<file path="config.mk">
export PLATFORM = sky130hd
export DESIGN_NAME = input_arguments_flat
export DESIGN_NICKNAME = d
export VERILOG_FILES = /design/src/rtl/input_arguments_pkg.sv /design/src/rtl/input_arguments_if.sv /design/src/rtl/input_arguments_dec_accum.sv /design/src/rtl/input_arguments.sv /design/src/flat_wrapper.sv
export SDC_FILE = /design/constraint.sdc
export NUM_CORES = 1
export LEC_CHECK = 0
export ABC_AREA = 1
export CAP_MARGIN = 20
export CELL_PAD_IN_SITES_DETAIL_PLACEMENT = 1
export CELL_PAD_IN_SITES_GLOBAL_PLACEMENT = 2
export CORE_MARGIN = 2
export CORE_UTILIZATION = 34
export CTS_CLUSTER_SIZE = 10
export DETAILED_ROUTE_END_ITERATION = 6
export PLACE_DENSITY = 0.82
export SYNTH_ARGS = -nofsm -noshare
export SYNTH_HDL_FRONTEND = slang
export SYNTH_HIERARCHICAL = 1
export SYNTH_SLANG_ARGS = --single-unit
</file>
<file path="constraint.sdc">
create_clock -name clk -period 5.7 [get_ports clk]
set_clock_uncertainty 0.2 [all_clocks]
set_input_delay 0.57 -clock clk [delete_from_list [all_inputs] [get_ports clk]]
set_output_delay 0.57 -clock clk [all_outputs]
set_load 0.02 [all_outputs]
</file>
<file path="src/rtl/input_arguments_pkg.sv">
// cfg_pkg: shared keys, parser states and mode constants for the run-configuration front end
package cfg_pkg;

    typedef enum logic [2:0] {S_START, S_KEY, S_MVAL, S_FVAL, S_SKIP} state_t;

    localparam logic [39:0] KEY_MODE     = "MODE=";
    localparam logic [39:0] KEY_FILE     = "FILE=";
    localparam logic [31:0] MODE_VERBOSE = 32'd1;

    // Byte idx (0 = first character) of a five-character key.
    function automatic logic [7:0] key_byte(input logic [39:0] key, input logic [2:0] idx);
        return key[8*(3'd4 - idx) +: 8];
    endfunction

endpackage

</file>
<file path="src/rtl/input_arguments_if.sv">
// input_arguments_if: argument byte stream and published configuration
interface input_arguments_if;

    logic        arg_valid;
    logic        arg_ready;
    logic [7:0]  arg_data;
    logic        arg_last;
    logic        args_end;
    logic [31:0] file;
    logic [31:0] mode;
    logic        cfg_valid;
    logic        err;

    modport master (output arg_valid, arg_data, arg_last, args_end,
                    input  arg_ready, file, mode, cfg_valid, err);
    modport slave  (input  arg_valid, arg_data, arg_last, args_end,
                    output arg_ready, file, mode, cfg_valid, err);

endinterface

</file>
<file path="src/rtl/input_arguments_dec_accum.sv">
// dec_accum: decimal digit check and acc*10+d step
module dec_accum (
    input  logic [31:0] acc_i,
    input  logic [7:0]  ch_i,
    output logic        digit_o,
    output logic [31:0] acc_o
);

    assign digit_o = (ch_i >= "0") && (ch_i <= "9");
    // Low nibble of an ASCII digit is its value.
    assign acc_o   = acc_i * 32'd10 + {28'd0, ch_i[3:0]};

endmodule

</file>
<file path="src/rtl/input_arguments.sv">
// input_arguments: parses "+MODE=<dec>" / "+FILE=<name>" byte stream into file/mode descriptors
module input_arguments
    import cfg_pkg::*;
#(
    parameter int NAME_MAX  = 255,
    parameter int MODE_DIGS = 9
) (
    input  logic              clk,
    input  logic              rst,
    input_arguments_if.slave  bus
);

    state_t      st_q, nxt_st;
    logic [31:0] acc_q, file_q, mode_q, acc_nx;
    logic [15:0] sum_q, sum_nx;
    logic [7:0]  len_q, len_nx, ndig_q;
    logic [2:0]  kidx_q;
    logic        mlive_q, flive_q, bad_q, cfg_q, err_q;
    logic        take, dig, m_hit, f_hit, key_done, mbad, fbad;

    assign take          = bus.arg_valid && !cfg_q;
    assign bus.arg_ready = !cfg_q;
    assign bus.file      = file_q;
    assign bus.mode      = mode_q;
    assign bus.cfg_valid = cfg_q;
    assign bus.err       = err_q;

    dec_accum u_dec (.acc_i(acc_q), .ch_i(bus.arg_data), .digit_o(dig), .acc_o(acc_nx));

    // Key matching and value-accumulation results for the byte on the bus
    always_comb begin
        m_hit    = mlive_q && (bus.arg_data == key_byte(KEY_MODE, kidx_q));
        f_hit    = flive_q && (bus.arg_data == key_byte(KEY_FILE, kidx_q));
        key_done = (kidx_q == 3'd4) && (m_hit || f_hit);
        mbad     = bad_q || !dig || (ndig_q == 8'(MODE_DIGS));
        fbad     = bad_q || (len_q == 8'(NAME_MAX));
        len_nx   = len_q + 8'd1;
        sum_nx   = sum_q + {8'd0, bus.arg_data};
        nxt_st   = bus.arg_last ? S_START :
                   (st_q == S_START) ? ((bus.arg_data == "+") ? S_KEY : S_SKIP) :
                   (st_q == S_KEY) ? (key_done ? (m_hit ? S_MVAL : S_FVAL) :
                                      (m_hit || f_hit) ? S_KEY : S_SKIP) :
                   st_q;
    end

    // Parser FSM with registered configuration outputs; args_end freezes everything
    always_ff @(posedge clk or posedge rst) begin
        if (rst) begin
            st_q    <= S_START;
            acc_q   <= '0;
            len_q   <= '0;
            sum_q   <= '0;
            ndig_q  <= '0;
            kidx_q  <= '0;
            mlive_q <= 1'b1;
            flive_q <= 1'b1;
            bad_q   <= 1'b0;
            file_q  <= '0;
            mode_q  <= '0;
            cfg_q   <= 1'b0;
            err_q   <= 1'b0;
        end else begin
            if (st_q == S_START) begin
                acc_q   <= '0;
                len_q   <= '0;
                sum_q   <= '0;
                ndig_q  <= '0;
                kidx_q  <= '0;
                mlive_q <= 1'b1;
                flive_q <= 1'b1;
                bad_q   <= 1'b0;
            end
            if (take) begin
                st_q <= nxt_st;
                case (st_q)
                    S_KEY: begin
                        kidx_q  <= kidx_q + 3'd1;
                        mlive_q <= m_hit;
                        flive_q <= f_hit;
                        if (bus.arg_last && key_done) err_q <= 1'b1;
                    end
                    S_MVAL: begin
                        acc_q  <= acc_nx;
                        ndig_q <= ndig_q + 8'd1;
                        bad_q  <= mbad;
                        if (bus.arg_last) begin
                            if (mbad) err_q <= 1'b1;
                            else mode_q <= acc_nx;
                        end
                    end
                    S_FVAL: begin
                        len_q <= len_nx;
                        sum_q <= sum_nx;
                        bad_q <= fbad;
                        if (bus.arg_last) begin
                            if (fbad) err_q <= 1'b1;
                            else file_q <= {1'b1, 7'd0, len_nx, sum_nx};
                        end
                    end
                    default: ;
                endcase
            end
            if (bus.args_end && !cfg_q) begin
                cfg_q <= 1'b1;
                st_q  <= S_START;
            end
        end
    end

endmodule

</file>
<file path="src/flat_wrapper.sv">
// flat-port wrapper written by rule: the top's interface ports become plain ports
module input_arguments_flat import cfg_pkg::*;
#(
    parameter int NAME_MAX  = 255,
    parameter int MODE_DIGS = 9
)
  (clk, rst, bus_arg_valid, bus_arg_data, bus_arg_last, bus_args_end, bus_arg_ready, bus_file, bus_mode, bus_cfg_valid, bus_err);
  input_arguments_if bus_i ();
  input  logic clk;
  input  logic rst;
  input wire logic [$bits(bus_i.arg_valid)-1:0] bus_arg_valid;
  input wire logic [$bits(bus_i.arg_data)-1:0] bus_arg_data;
  input wire logic [$bits(bus_i.arg_last)-1:0] bus_arg_last;
  input wire logic [$bits(bus_i.args_end)-1:0] bus_args_end;
  output wire logic [$bits(bus_i.arg_ready)-1:0] bus_arg_ready;
  output wire logic [$bits(bus_i.file)-1:0] bus_file;
  output wire logic [$bits(bus_i.mode)-1:0] bus_mode;
  output wire logic [$bits(bus_i.cfg_valid)-1:0] bus_cfg_valid;
  output wire logic [$bits(bus_i.err)-1:0] bus_err;
  assign bus_i.arg_valid = bus_arg_valid;
  assign bus_i.arg_data = bus_arg_data;
  assign bus_i.arg_last = bus_arg_last;
  assign bus_i.args_end = bus_args_end;
  assign bus_arg_ready = bus_i.arg_ready;
  assign bus_file = bus_i.file;
  assign bus_mode = bus_i.mode;
  assign bus_cfg_valid = bus_i.cfg_valid;
  assign bus_err = bus_i.err;
  input_arguments #(.NAME_MAX(NAME_MAX), .MODE_DIGS(MODE_DIGS)) u_core (.clk(clk), .rst(rst), .bus(bus_i));
endmodule
</file>
# Yosys cells after proc, flatten, opt, wreduce, memory -nomap -nowiden
# Index checks and enable logic that the tools add are counted.
# classes
reduce_logical	21
mux	39
multipliers	1
order_cmp	2
bitwise_logic	2
n_addsub	6
shift	2
eq_ne	14
# ops
cell	n
$mux W32	3
$shiftx A40 B33 Y8 const A	2
$mux W16	3
$mux W8	6
$mux W3	11
$add A32 B4 Y32	1
$mul A32 B3 Y31 const B	1
$add A16 B8 Y16	1
$add A8 B1 Y8 const B	2
$eq A8 B8 Y1	2
$mux W1	14
$eq A8 B4 Y1 const B	1
$eq A8 B6 Y1 const B	1
$eq A8 B8 Y1 const B	1
$ge A8 B6 Y1 const B	1
$le A8 B6 Y1 const B	1
$reduce_and A4 Y1	2
$logic_and A1 B1 Y1	7
$reduce_and A7 Y1	1
$eq A3 B2 Y1 const B	2
$ne A2 B2 Y1 const B	3
$logic_or A1 B1 Y1	4
$ne A2 B1 Y1 const B	2
$reduce_bool A4 Y1	1
12 further kinds	14
# totals
wordCells	100
register_bits	132

# Longest topological paths before layout
# Gate-level depths: netlist of the first run.
# depth
depth_word	12
ltp_mapped	21

# By module
# Netlist of the first run, hierarchy kept.
# modules_own_cells
mod	area_each_um2	instances	seq_area_each_um2	cells_per_inst
input_arguments	6377.4	1	3305.7	757
dec_accum	3664.8	1	0.0	677

# Worst setup path after synthesis of the first run
# OpenSTA, ideal clock, no wires.
# synth_timing
path_type	register to register
start	register u_core.acc_q[1]
end	register u_core.acc_q[23]
n_path_buf	0
stages_incl_launch_ff	15
period_less_slack_ps	3097
arrival_ps	2814
slack_ps	2603
cell_sequence	dfrtp_1 -> ha_1 -> ha_1 -> fa_1 -> nand2_1 -> nor3_4 -> nand3_2 -> nor2_4 -> nand3_4 -> nor2_4 -> nand3_2 -> nor2_4 -> xor2_1 -> inv_1 -> o21ai_0
# synth_via
elab_chain_cells	4
# synth_lines
element	line	source
from (decl)	input_arguments.sv:14	logic [31:0] acc_q, file_q, mode_q, acc_nx;
from (signal assigned)	input_arguments.sv:83	acc_q <= acc_nx;
$mul A32 B3 Y31	input_arguments_dec_accum.sv:11	assign acc_o = acc_i * 32'd10 + {28'd0, ch_i[3:0]};
$add A32 B4 Y32	input_arguments_dec_accum.sv:11	
named net u_core.acc_nx[23]	input_arguments.sv:14	
$mux W32	input_arguments.sv:75	case (st_q)
$mux W32	input_arguments.sv:73	if (take) begin
# The timed path passes the listed nets, and every way through them passes these cells.
# A chain may end at the register's enable or synchronous reset.

# Worst setup path after layout of the first run
# layout_timing
start	register u_core.acc_q[18]
end	register u_core.mode_q[27] (netlist: u_core/bus.mode[27])
# layout_via
elab_chain_cells	2
# layout_lines
element	line	source
$mul A32 B3 Y31	input_arguments_dec_accum.sv:11	
$add A32 B4 Y32	input_arguments_dec_accum.sv:11	
named net u_core.acc_nx[27]	input_arguments.sv:14	
to (signal assigned)	input_arguments.sv:88	else mode_q <= acc_nx;
to (decl)	input_arguments.sv:14	
# The timed path passes the listed nets, and every way through them passes these cells.

==> results.md, run 1 <==
- For this run, the number of Yosys warnings is 6.
- Dividing the final minimum period by the clock period gives 0.628.
- The final count of pins violating max slew was 0.
- The largest single stage delay on the critical path is 0.45 ns.
- The slew at the pin closest to its max-slew limit is between 0.8 and 0.9 ns.
- The count of port buffers added during placement is 72.
- The final non-filler cell area is 11700 um^2.
- The final antenna diode count is 0.
- By instance count, the cell type seen most on the critical path is sky130_fd_sc_hd__nand2_1.
- During I/O placement, the number of pins put on the boundary was 80.
- STA classifies the critical path startpoint as a flip-flop.
- The per-cell routed wire length is 16.3 um.
- Data on the critical path arrives at its endpoint at between 3 and 4 ns.
- The total length of routed wires is a little over 30000 um.
- For met1 alone, demand over resource in global routing was 0.287.
- The final count of hold timing violations is 0.
- The sequential power share is 0.440.
- The post-synthesis to final-layout area growth is 16.7%.
- The first detailed-routing pass took 4 iterations.
- The peak-usage layer in the global routing report is met2.
- The cell count after synthesis came out at 1431.
- The largest voltage drop on the vdd net is approximately 0.2 mV.
- The tool flagged a number of max-cap violations equal to 0.
- The area of the placeable core is 28900 um^2.
- A synthesized cell averages ~7.0 um^2.
- The top cell types in the final layout, fill and taps aside, are sky130_fd_sc_hd__nand2_1 (438), sky130_fd_sc_hd__inv_1 (202), sky130_fd_sc_hd__dfrtp_1 (129).
- The share of cells above drive strength 1 is 0.0853.
- The smallest setup slack after layout is approximately 2.1 ns.
- At the end of the flow the core is filled with cells to 0.405.
- For this design, the slowest cell found on the critical path is sky130_fd_sc_hd__dfrtp_1.
- After clock tree synthesis, the repair step resized 0 gates.
- In this run, the number of DRC markers left after iteration 0 of detailed routing was around 430.
- Setup repair after global routing left no endpoint under its margin.
- The HPWL after detailed placement is 24500 um.
- Counting along the longest clock path gives a buffer depth of 2.
- The synthesized area is 10000 um^2.
- Clock tree synthesis selected as its root buffer the cell sky130_fd_sc_hd__clkbuf_16.
- The type of the worst setup path is flip-flop to flip-flop.
- The wire length of the first global-routing pass is slightly above 50000 um.
- For this design, the sink count on the clock tree is 131.
- The type of the worst min-delay path is flip-flop to flip-flop.
- The worst path in the final design needs a cycle of ~3.6 ns, including I/O delays and setup.
- After clock tree synthesis, the clock-pin slew on the worst setup and hold paths is 0.06 ns.
- The cell internal power dissipation is 0.00161 W.
- The share of total power dissipated in combinational logic is 0.036.
- After the last flow step, the layout net total stands at 1588.
- The met2 capacity usage during global routing is 0.355.
- For met3 alone, demand over resource in global routing was 0.0286.
- For this design the ratio of total power to cell area is approximately 180 nW/um^2.
- The remaining global-route overflow is 0.
- The worst path buffer plus inverter count is 2.
- The via count of the first global-routing pass came to 9846.
- CTS built an H-tree with a depth of 4.
- The relative slew slack is 0.429.
- Entering global routing, the biggest net connects 92 pins.
- Setup violations remaining at the end of the flow were counted as 0.
- The kind of end point of the critical path is a flip-flop.
- Setup total negative slack on the finished layout was measured at 0 ns.
- The kind of cell adding the most delay to the critical path is simple AND/OR/NAND/NOR gates.
- Of the total power, the share spent switching nets is 0.238.
- The count of antenna-violating nets left after detailed routing is 0.
- The initial utilization of the core area, before any placement, comes to 0.347.
- Once placement finished, the instance area stood at between 10000 and 15000 um^2.
- The maximum fanout along the worst path is 6.
- The floorplan has 62 rows.
- The die boundary height is 176 um.
- The die extent in x is between 150 and 200 um.
- Traced cell by cell, the critical path runs through ha_1, ha_1, nand2_1, nor2_1, inv_1, nor2_1, nand3b_1, nand4_1, nand2_1, nor2_2, nand2_1, nor2_1, nand3_1, nand2_1, nand2_1, inv_1, o21ai_1.
- The required arrival time at the worst endpoint is 5.78 ns.
- For the worst-skew pair, the clock arrives at the later sink with an insertion delay of 0.42 ns.
- At the end of routability-driven placement, the weighted congestion stood at around 0.83.
- Across all layers, the routed design uses 9349 vias.
- The DRC violations left is 0.
- The aggregate global-route resource usage is 0.209.
- TritonCTS built the clock tree.
- The floorplan step defined a die boundary enclosing 30800 um^2.
- The number of antenna violations at the first check in global routing came to 0.
- The number of buffers inserted by post-CTS setup repair is 0.
- The run finished with clean final reports.
- The maximum clock rate is 280 MHz.
- Leaving out fill and tap cells, the most frequent cell in the layout is sky130_fd_sc_hd__nand2_1.
- The via-per-instance ratio is just under 5.
- In this run the static leakage power is 5.94 nW.
- Prior to clock tree synthesis, the placed netlist has a worst setup slack of 1.85 ns.
- The clock share of power is 0.523.
- In this run the power spent charging and discharging nets is between 0.0005 and 0.0006 W.
- The number of hold buffers added after CTS was 0.
- The total CTS buffers is 17.
per-stage QoR:
stage / power, W / hold WS [ns] / std cells
global placement: 0.00103 / 0.251 / 1864
global route: 0.00219 / 0.294 / 1896
CTS: 0.00214 / 0.271 / 1896
detailed placement: 0.00103 / 0.253 / 1864
finish: 0.00211 / 0.267 / 1896
floorplan: 0.000999 / 0.253 / 1437
sequential cells by signal, indices dropped and copies added (netlist names):
register / flops
u_core/len_q: 8
u_core/flive_q: 1
u_core/bus.mode: 32
u_core/bad_q: 1
u_core/bus.err: 1
u_core/kidx_q: 3
u_core/sum_q: 16
u_core/bus.file: 25
u_core/ndig_q: 8
u_core/acc_q: 31
u_core/st_q: 3
u_core/bus.cfg_valid: 1
u_core/mlive_q: 1
worst paths after layout:
kind / startpoint / to / slack, ns / depth (start not counted)
max reg2reg: u_core/acc_q[18] / u_core/bus.mode[27] / 2.12 / 17
min reg2reg: u_core/bus.err / u_core/bus.err / 0.27 / 2
min: u_core/bus.err / u_core/bus.err / 0.27 / 2
max: u_core/acc_q[18] / u_core/bus.mode[27] / 2.12 / 17
max in group asynchronous: rst / u_core/acc_q[11] / 3.72 / 3
min in group asynchronous: rst / u_core/ndig_q[3] / 0.50 / 2
power by group through the flow:
stage / Sequential [W] / Clock (W) / Combinational [W]
final: 0.000931 / 0.00111 / 0.0000770
after global routing: 0.000930 / 0.00118 / 0.0000870
after CTS: 0.000931 / 0.00113 / 0.0000792
after detailed placement: 0.000948 / 0 / 0.0000784
after global placement: 0.000948 / 0 / 0.0000784
after floorplan: 0.000948 / 0 / 0.0000507
layout make-up:
cell class	count	area (um^2)
Clock buffer	19	443
Clock inverter	13	149
Fill cell	3665	17200
Inverter	224	848
Multi-Input combinational cell	1050	5740
Sequential cell	131	3280
Tap cell	384	480
Timing Repair Buffer	75	743
layer usage:
metal,share of wire,up-vias
met5,0,-
met4,0.012,0
met3,0.022,18
met2,0.47,108
met1,0.50,4518
li1,-,4705
tightest hold or removal path, delay by kind of cell, from the launching register on:
family                 cells  cell delay (ns)
AND/OR/NAND/NOR            1             0.05
flip-flops                 1             0.34
buffers and inverters      1             0.04
(Power assumes the default switching activity.)
==> inputs of run 2 (changes only) <==
- clock period: 5.7 -> 3.47 ns (I/O delays scaled with it)
==> run 2 against run 1 <==
Clock-buffer cell count decreased by 2. Clock power increased by 74%. Fmax rose by 10%. Die area did not move. Routed wire length up 1.0%. First-iteration DRC count rose by 13%. Combinational power increased by 82%. Hold slack lost 0.095 ns. Total power up 70%.
==> results.md, run 2 (same netlist as run 1, synthesis figures left out) <==
- The wire length of the first global-routing pass is 52400 um (+1.2%).
- The total I/O pin count is 80 (unchanged).
- In this run the critical register-to-register path is launched from u_core/acc_q[1].
- The share of the clock period used by the worst path after layout is 0.938 (+0.310).
- The endpoint of the worst-slack reg-to-reg timing path is u_core/acc_q[30].
- The tree is rooted in a sky130_fd_sc_hd__clkbuf_16.
- The leakage power total is 6.04 nW (+1.6%).
- The net switching power figure is 0.000828 W (+65%).
- The number of iterations in the first detailed-routing pass was 7 (+3).
- The die extent in x is 176 um (unchanged).
- The flow ran to the end, and the final reports show no timing, DRC or antenna violations.
- The total power of the final layout is 0.00360 W (+70%).
- The total number of H-tree levels is 4 (unchanged).
- The total CTS buffers was 17 (unchanged).
- The initial cell density of the core came to 0.347 (unchanged).
- The total power per unit cell area is 296 nW/um^2 (+64%).
- The final core utilization was 0.422 (+0.0168).
- The required arrival time at the worst endpoint was 3.60 ns (-2.18 ns).
- The relative slew slack is 0.405 (-0.0244).
- The buffer depth of the longest clock path is 2 (unchanged).
- The post-synthesis to final-layout area growth is 21.6%.
- The post-cts hold buffer count is 0 (unchanged).
- The cell internal power dissipation is 0.00277 W (+72%).
- The floorplan die area was 30800 um^2 (unchanged).
- The clock edge transition at the registers on the reported setup and hold paths is 0.06 ns (about the same).
- The DRC violations left is 0 (unchanged).
- The count of port buffers added during placement is 72 (unchanged).
- The number of antenna violations at the first check in global routing is 0 (unchanged).
- The net total in the final layout is 1612 (+1.5%).
- The area of the placeable core came to 28900 um^2 (unchanged).
- The clock share of power is 0.537 (+0.014).
- The final count of pins violating max slew is 0 (unchanged).
- The count of antenna-violating nets left after detailed routing came to 0 (unchanged).
- The HPWL after detailed placement is 24900 um (+1.5%).
- The per-cell routed wire length is 16.2 um (-0.18%).
- The clock sink count is 131 (unchanged).
- The total vias in the final route is 9395 (+0.49%).
- The die boundary height came to 176 um (unchanged).
- The depth of the most critical reg-to-reg path is 18 (+1).
- The final count of hold timing violations is 0 (unchanged).
- The largest voltage drop on the vdd net is 0.338 mV (+70%).
- The max-capacitance violation count is 0 (unchanged).
- The maximum clock rate came to 307 MHz (+10%).
- The aggregate global-route resource usage was 0.213 (+0.00362).
- The library cell used most frequently in the layout, excluding fill and tap cells, is sky130_fd_sc_hd__nand2_1.
- The global placement routability congestion is 0.813 (-2.4%).
- The share of cells above drive strength 1 is 0.137 (+0.0521).
- Setup repair after global routing could not meet its margin everywhere.
- The smallest setup slack after layout came to 0.216 ns (-1.91 ns).
- The post-route minimum period was 3.25 ns (-0.324 ns).
- The minimum setup slack after placement is -0.177 ns (-2.02 ns).
- TritonCTS built the clock tree.
- STA classifies the critical path startpoint as a flip-flop.
- The sequential power share is 0.425 (-0.015).
- The total of endpoints with negative setup slack in the final report is 0 (unchanged).
- The violation count after the first detailed-routing iteration is 492 (+13%).
- The area after detailed placement is 11300 um^2 (+1.7%).
- The remaining global-route overflow is 0 (unchanged).
- The clock latency of the later-clocked register in the worst-skew pair is 0.42 ns (about the same).
- The slew at the pin closest to its max-slew limit was 0.891 ns (+0.0352 ns).
- The final antenna diode count came to 0 (unchanged).
- The total length of routed wires came to 31100 um (+1.0%).
- In the layout the commonest cells are sky130_fd_sc_hd__nand2_1 (425), sky130_fd_sc_hd__inv_1 (202), sky130_fd_sc_hd__dfrtp_1 (124).
- The slack of the worst reg-to-reg path is 0.22 ns (-1.91 ns).
- The combinational share of power is 0.039 (+0.003).
- The number of placement rows came to 62 (unchanged).
- In this run the worst hold path is classified as input pin to asynchronous set/reset pin.
- The final non-filler cell area was 12200 um^2 (+4.2%).
- The maximum fanout along the worst path is 6 (unchanged).
- The pin count of the biggest net entering global routing is 68 (-26%).
- The switching power share of the total is 0.230 (-0.00788).
- The via-per-instance ratio is 4.90 (-0.71%).
- The via count of the first global-routing pass is 9917 (+0.72%).
- The data arrival at the endpoint of the critical path is 3.39 ns (-0.26 ns).
- By startpoint and endpoint, the worst setup path is classified as flip-flop to flip-flop.
- The number of flip-flops under the largest register name is 32 (unchanged).
- The kind of end point of the critical path is a flip-flop.
## run 2: worst max-delay path by stage
stage               slack, ns       startpoint                  end
global placement        -0.08  u_core/acc_q[1]  u_core/bus.mode[31]
CTS                      0.06  u_core/acc_q[1]     u_core/acc_q[24]
floorplan                0.37  u_core/acc_q[1]     u_core/acc_q[23]
detailed placement      -0.18  u_core/acc_q[1]  u_core/bus.mode[31]
finish                   0.22  u_core/acc_q[1]     u_core/acc_q[30]
global route            -0.02  u_core/acc_q[1]  u_core/bus.mode[26]
## run 2: power groups by stage
stage / Clock [W] / Sequential, W / Combinational [W]
6_report: 0.00193 / 0.00153 / 0.000140
5_1_grt: 0.00203 / 0.00153 / 0.000158
4_1_cts: 0.00197 / 0.00153 / 0.000144
3_5_place_dp: 0 / 0.00156 / 0.000143
3_3_place_gp: 0 / 0.00156 / 0.000140
2_1_floorplan: 0 / 0.00156 / 0.0000835
## run 2: what timing repair did
action	CTS	global route
gates resized for setup	3	64
setup buffers	0	2
setup endpoints to repair	19	24
pin swaps	0	6
## run 2: final cells by class
| cell class | count | area (um^2) |
|---|---|---|
| Multi-Input combinational cell | 1050 | 5980 |
| Clock inverter | 14 | 203 |
| Clock buffer | 17 | 425 |
| Tap cell | 384 | 480 |
| Sequential cell | 131 | 3290 |
| Inverter | 224 | 847 |
| Fill cell | 3640 | 16700 |
| Timing Repair Buffer | 99 | 948 |
## run 2: routing by layer
| metal | track usage | wire length [um] | up-vias |
|---|---|---|---|
| met5 | 0 | 0 | - |
| met4 | 0.0572 | 635 | 0 |
| met3 | 0.0329 | 845 | 33 |
| met1 | 0.296 | 15600 | 4483 |
| met2 | 0.344 | 14100 | 120 |
| li1 | - | - | 4759 |
## run 2: metrics by stage
stage	TNS (ns)	hold slack, ns	instances
3_3_place_gp	-0.0839	0.252	1886
6_report	0	0.171	1919
3_5_place_dp	-0.424	0.259	1886
2_1_floorplan	0	0.253	1437
5_1_grt	-0.0549	0.206	1919
4_1_cts	0	0.183	1917
## run 2: critical path, stage by stage, from the launching register on
cell                      delay, ns
sky130_fd_sc_hd__dfrtp_1       0.43
sky130_fd_sc_hd__ha_4          0.27
sky130_fd_sc_hd__ha_4          0.18
sky130_fd_sc_hd__fa_2          0.37
sky130_fd_sc_hd__nand2_2       0.11
sky130_fd_sc_hd__nand2_2       0.10
sky130_fd_sc_hd__nand3_4       0.09
sky130_fd_sc_hd__nand3_1       0.13
sky130_fd_sc_hd__nand2_4       0.15
sky130_fd_sc_hd__inv_4         0.04
sky130_fd_sc_hd__nor2_4        0.11
sky130_fd_sc_hd__nand2_2       0.09
sky130_fd_sc_hd__nor2_4        0.15
sky130_fd_sc_hd__nand3_4       0.10
sky130_fd_sc_hd__nor2_4        0.22
sky130_fd_sc_hd__nand4_1       0.11
sky130_fd_sc_hd__nand2_1       0.09
sky130_fd_sc_hd__inv_1         0.05
sky130_fd_sc_hd__o21ai_0       0.16
==> inputs of run 3 (changes only) <==
- CAP_MARGIN: 20 -> default
- PLACE_DENSITY: 0.82 -> 0.88
==> run 3 against run 2 <==
Worst setup slack worse by 0.015 ns. Core utilization grew 0.26 points. Clock power is 5% higher. Largest cell class unchanged.
==> results.md, run 3 (same netlist as run 1, synthesis figures left out) <==
- The via-per-instance ratio is 4.91 (+0.26%).
- The post-route minimum period is 3.27 ns (+0.0152 ns).
- The clock sink count is 131 (unchanged).
- The DRC violations left is 0 (unchanged).
- The required arrival time at the worst endpoint was 3.62 ns (+0.02 ns).
- The largest voltage drop on the vdd net is 0.328 mV (-3.1%).
- The via count of the first global-routing pass is 9878 (-0.39%).
- TritonCTS built the clock tree.
- The clock latency of the later-clocked register in the worst-skew pair is 0.43 ns (about the same).
- The die extent in x is 176 um (unchanged).
- The type of the worst min-delay path is input pin to asynchronous set/reset pin.
- The most common cell after layout, fill and taps aside is sky130_fd_sc_hd__nand2_1.
- The run finished with clean final reports.
- The share of cells above drive strength 1 is 0.138 (+0.000382).
- The pin count of the biggest net entering global routing is 65 (-4.4%).
- The library cell used as clock root buffer is sky130_fd_sc_hd__clkbuf_16.
- The area of the placeable core came to 28900 um^2 (unchanged).
- The final count of pins violating max slew came to 0 (unchanged).
- Relative to the synthesized area, the layout overhead comes to 22.3%.
- The met3 track demand over resource is 0.0307 (-0.00216).
- The buffer depth of the longest clock path was 2 (unchanged).
- The number of antenna violations at the first check in global routing came to 0 (unchanged).
- The final antenna diode count is 0 (unchanged).
- The clock edge transition at the registers on the reported setup and hold paths is 0.07 ns (about the same).
- The type of the worst setup path is flip-flop to flip-flop.
- The share of the clock period used by the worst path after layout is 0.942 (+0.00437).
- The net total in the final layout is 1614 (+0.12%).
- The initial cell density of the core was 0.347 (unchanged).
- The number of flip-flops under the largest register name came to 32 (unchanged).
- The HPWL after detailed placement is 24600 um (-0.87%).
- The data arrival at the endpoint of the critical path is 3.42 ns (+0.03 ns).
- The final non-filler cell area came to 12200 um^2 (+0.61%).
- The tightest hold margin came to 0.117 ns (-0.0537 ns).
- The kind of start point of the critical path is a flip-flop.
- The per-cell routed wire length was 16.4 um (+0.75%).
- The final-layout fill cell count was 3651 (+0.30%).
- The total CTS buffers was 17 (unchanged).
- The leakage power total is 6.10 nW (+1.0%).
- The maximum clock rate is 306 MHz (-0.46%).
- The max-capacitance violation count is 0 (unchanged).
- The relative slew slack is 0.417 (+0.0120).
- The total vias in the final route is 9434 (+0.42%).
- The total length of routed wires is 31400 um (+0.91%).
- The violation count after the first detailed-routing iteration was 496 (+0.81%).
- The number of iterations in the first detailed-routing pass came to 5 (-2).
- The remaining global-route overflow is 0 (unchanged).
- The final core utilization was 0.424 (+0.00256).
- The met1 track utilization from global routing is 0.293 (-0.00287).
- Leaving out fill and tap cells, the most frequent cells in the layout are sky130_fd_sc_hd__nand2_1 (420), sky130_fd_sc_hd__inv_1 (202), sky130_fd_sc_hd__dfrtp_1 (127).
- The total of endpoints with negative setup slack in the final report is 0 (unchanged).
- The slew at the pin closest to its max-slew limit is 0.873 ns (-0.0180 ns).
- The floorplan die area is 30800 um^2 (unchanged).
- The area after detailed placement came to 11300 um^2 (-0.20%).
- The aggregate global-route resource usage is 0.209 (-0.00379).
- The wire length of the first global-routing pass is 51400 um (-1.8%).
- The die boundary height is 176 um (unchanged).
- The global placement routability congestion is 0.837 (+2.9%).
- The total power per unit cell area was 302 nW/um^2 (+2.1%).
- The kind of end point of the critical path is a flip-flop.
- The total number of H-tree levels is 4 (unchanged).
- The post-cts hold buffer count is 0 (unchanged).
- The met2 capacity usage during global routing was 0.334 (-0.00984).
- The number of placement rows is 62 (unchanged).
- The total I/O pin count is 80 (unchanged).
- The count of antenna-violating nets left after detailed routing was 0 (unchanged).
- The peak-usage layer in the global routing report is met2.
- The final count of hold timing violations is 0 (unchanged).
- The maximum fanout along the worst path is 4 (-2).
- The count of port buffers added during placement came to 72 (unchanged).
==> run 3: cell types whose count changed in the layout (fill, tap and decap cells not counted), moves of 4 or more <==
cell                         change
sky130_fd_sc_hd__clkinvlp_4      -4
sky130_fd_sc_hd__nand2_1         -5
sky130_fd_sc_hd__nand2_2         +4
sky130_fd_sc_hd__nor2_2          -5
sky130_fd_sc_hd__nor2_4          +4
==> run 3: routing by layer <==
layer | vias up | part of all wire
met5 | - | 0
li1 | 4751 | -
met2 | 125 | 0.45
met1 | 4523 | 0.50
met4 | 0 | 0.022
met3 | 35 | 0.024
==> run 3: final timing paths <==
kind                                     start                   end  slack [ns]  cells past startpoint
min reg2reg                u_core/bus.file[19]   u_core/bus.file[19]        0.28                      2
max                            u_core/acc_q[1]      u_core/acc_q[25]        0.20                     17
min in group clk           u_core/bus.file[19]   u_core/bus.file[19]        0.28                      2
min                                        rst  u_core/bus.cfg_valid        0.12                      2
max reg2reg                    u_core/acc_q[1]      u_core/acc_q[25]        0.20                     17
max in group asynchronous                  rst      u_core/acc_q[13]        2.16                      3
==> run 3: through the flow <==
| stage | total power, W | setup slack [ns] | setup TNS, ns | instances |
|---|---|---|---|---|
| after floorplan | 0.00164 | 0.373 | 0 | 1437 |
| after global placement | 0.00170 | 0.0723 | 0 | 1883 |
| after detailed placement | 0.00170 | -0.0305 | -0.0356 | 1883 |
| after CTS | 0.00373 | 0.0318 | 0 | 1915 |
| after global routing | 0.00381 | -0.0195 | -0.0335 | 1922 |
| final | 0.00370 | 0.201 | 0 | 1922 |
==> run 3: what timing repair did <==
action / CTS / global route
pin swaps: 1 / 14
endpoints found under the setup margin: 3 / 24
resized for setup: 1 / 70
setup buffers: 0 / 7
==> run 3: critical path, stage by stage, from the launching register on <==
cell and delay, ns:
sky130_fd_sc_hd__dfrtp_1 0.41, sky130_fd_sc_hd__ha_4 0.26, sky130_fd_sc_hd__ha_4 0.18, sky130_fd_sc_hd__fa_2 0.60, sky130_fd_sc_hd__nand2_2 0.09, sky130_fd_sc_hd__nor3_4 0.22, sky130_fd_sc_hd__nand3_4 0.11, sky130_fd_sc_hd__nor2_4 0.18
sky130_fd_sc_hd__nand3_4 0.11, sky130_fd_sc_hd__nor2_4 0.15, sky130_fd_sc_hd__nand3_4 0.10, sky130_fd_sc_hd__nor2_4 0.17, sky130_fd_sc_hd__nand2_1 0.08, sky130_fd_sc_hd__nand2_1 0.07, sky130_fd_sc_hd__nand2_1 0.06, sky130_fd_sc_hd__inv_1 0.06
sky130_fd_sc_hd__inv_1 0.04, sky130_fd_sc_hd__o21ai_1 0.12
==> run 3: area by class of cell <==
cell class	instances	area [um^2]	share of cell area
multi-input cells	1050	6010	0.491
flip-flops and latches	131	3280	0.268
repair buffers	101	963	0.0787
inverters	224	847	0.0692
well taps	384	480	0.0392
clock buffers	18	439	0.0359
clock inverters	14	215	0.0176
==> run 3: report_power, final <==
part           switching (W)  internal, W  total, W
registers        0.000000683      0.00153   0.00153
logic              0.0000998    0.0000390  0.000139
clock network       0.000779      0.00125   0.00203
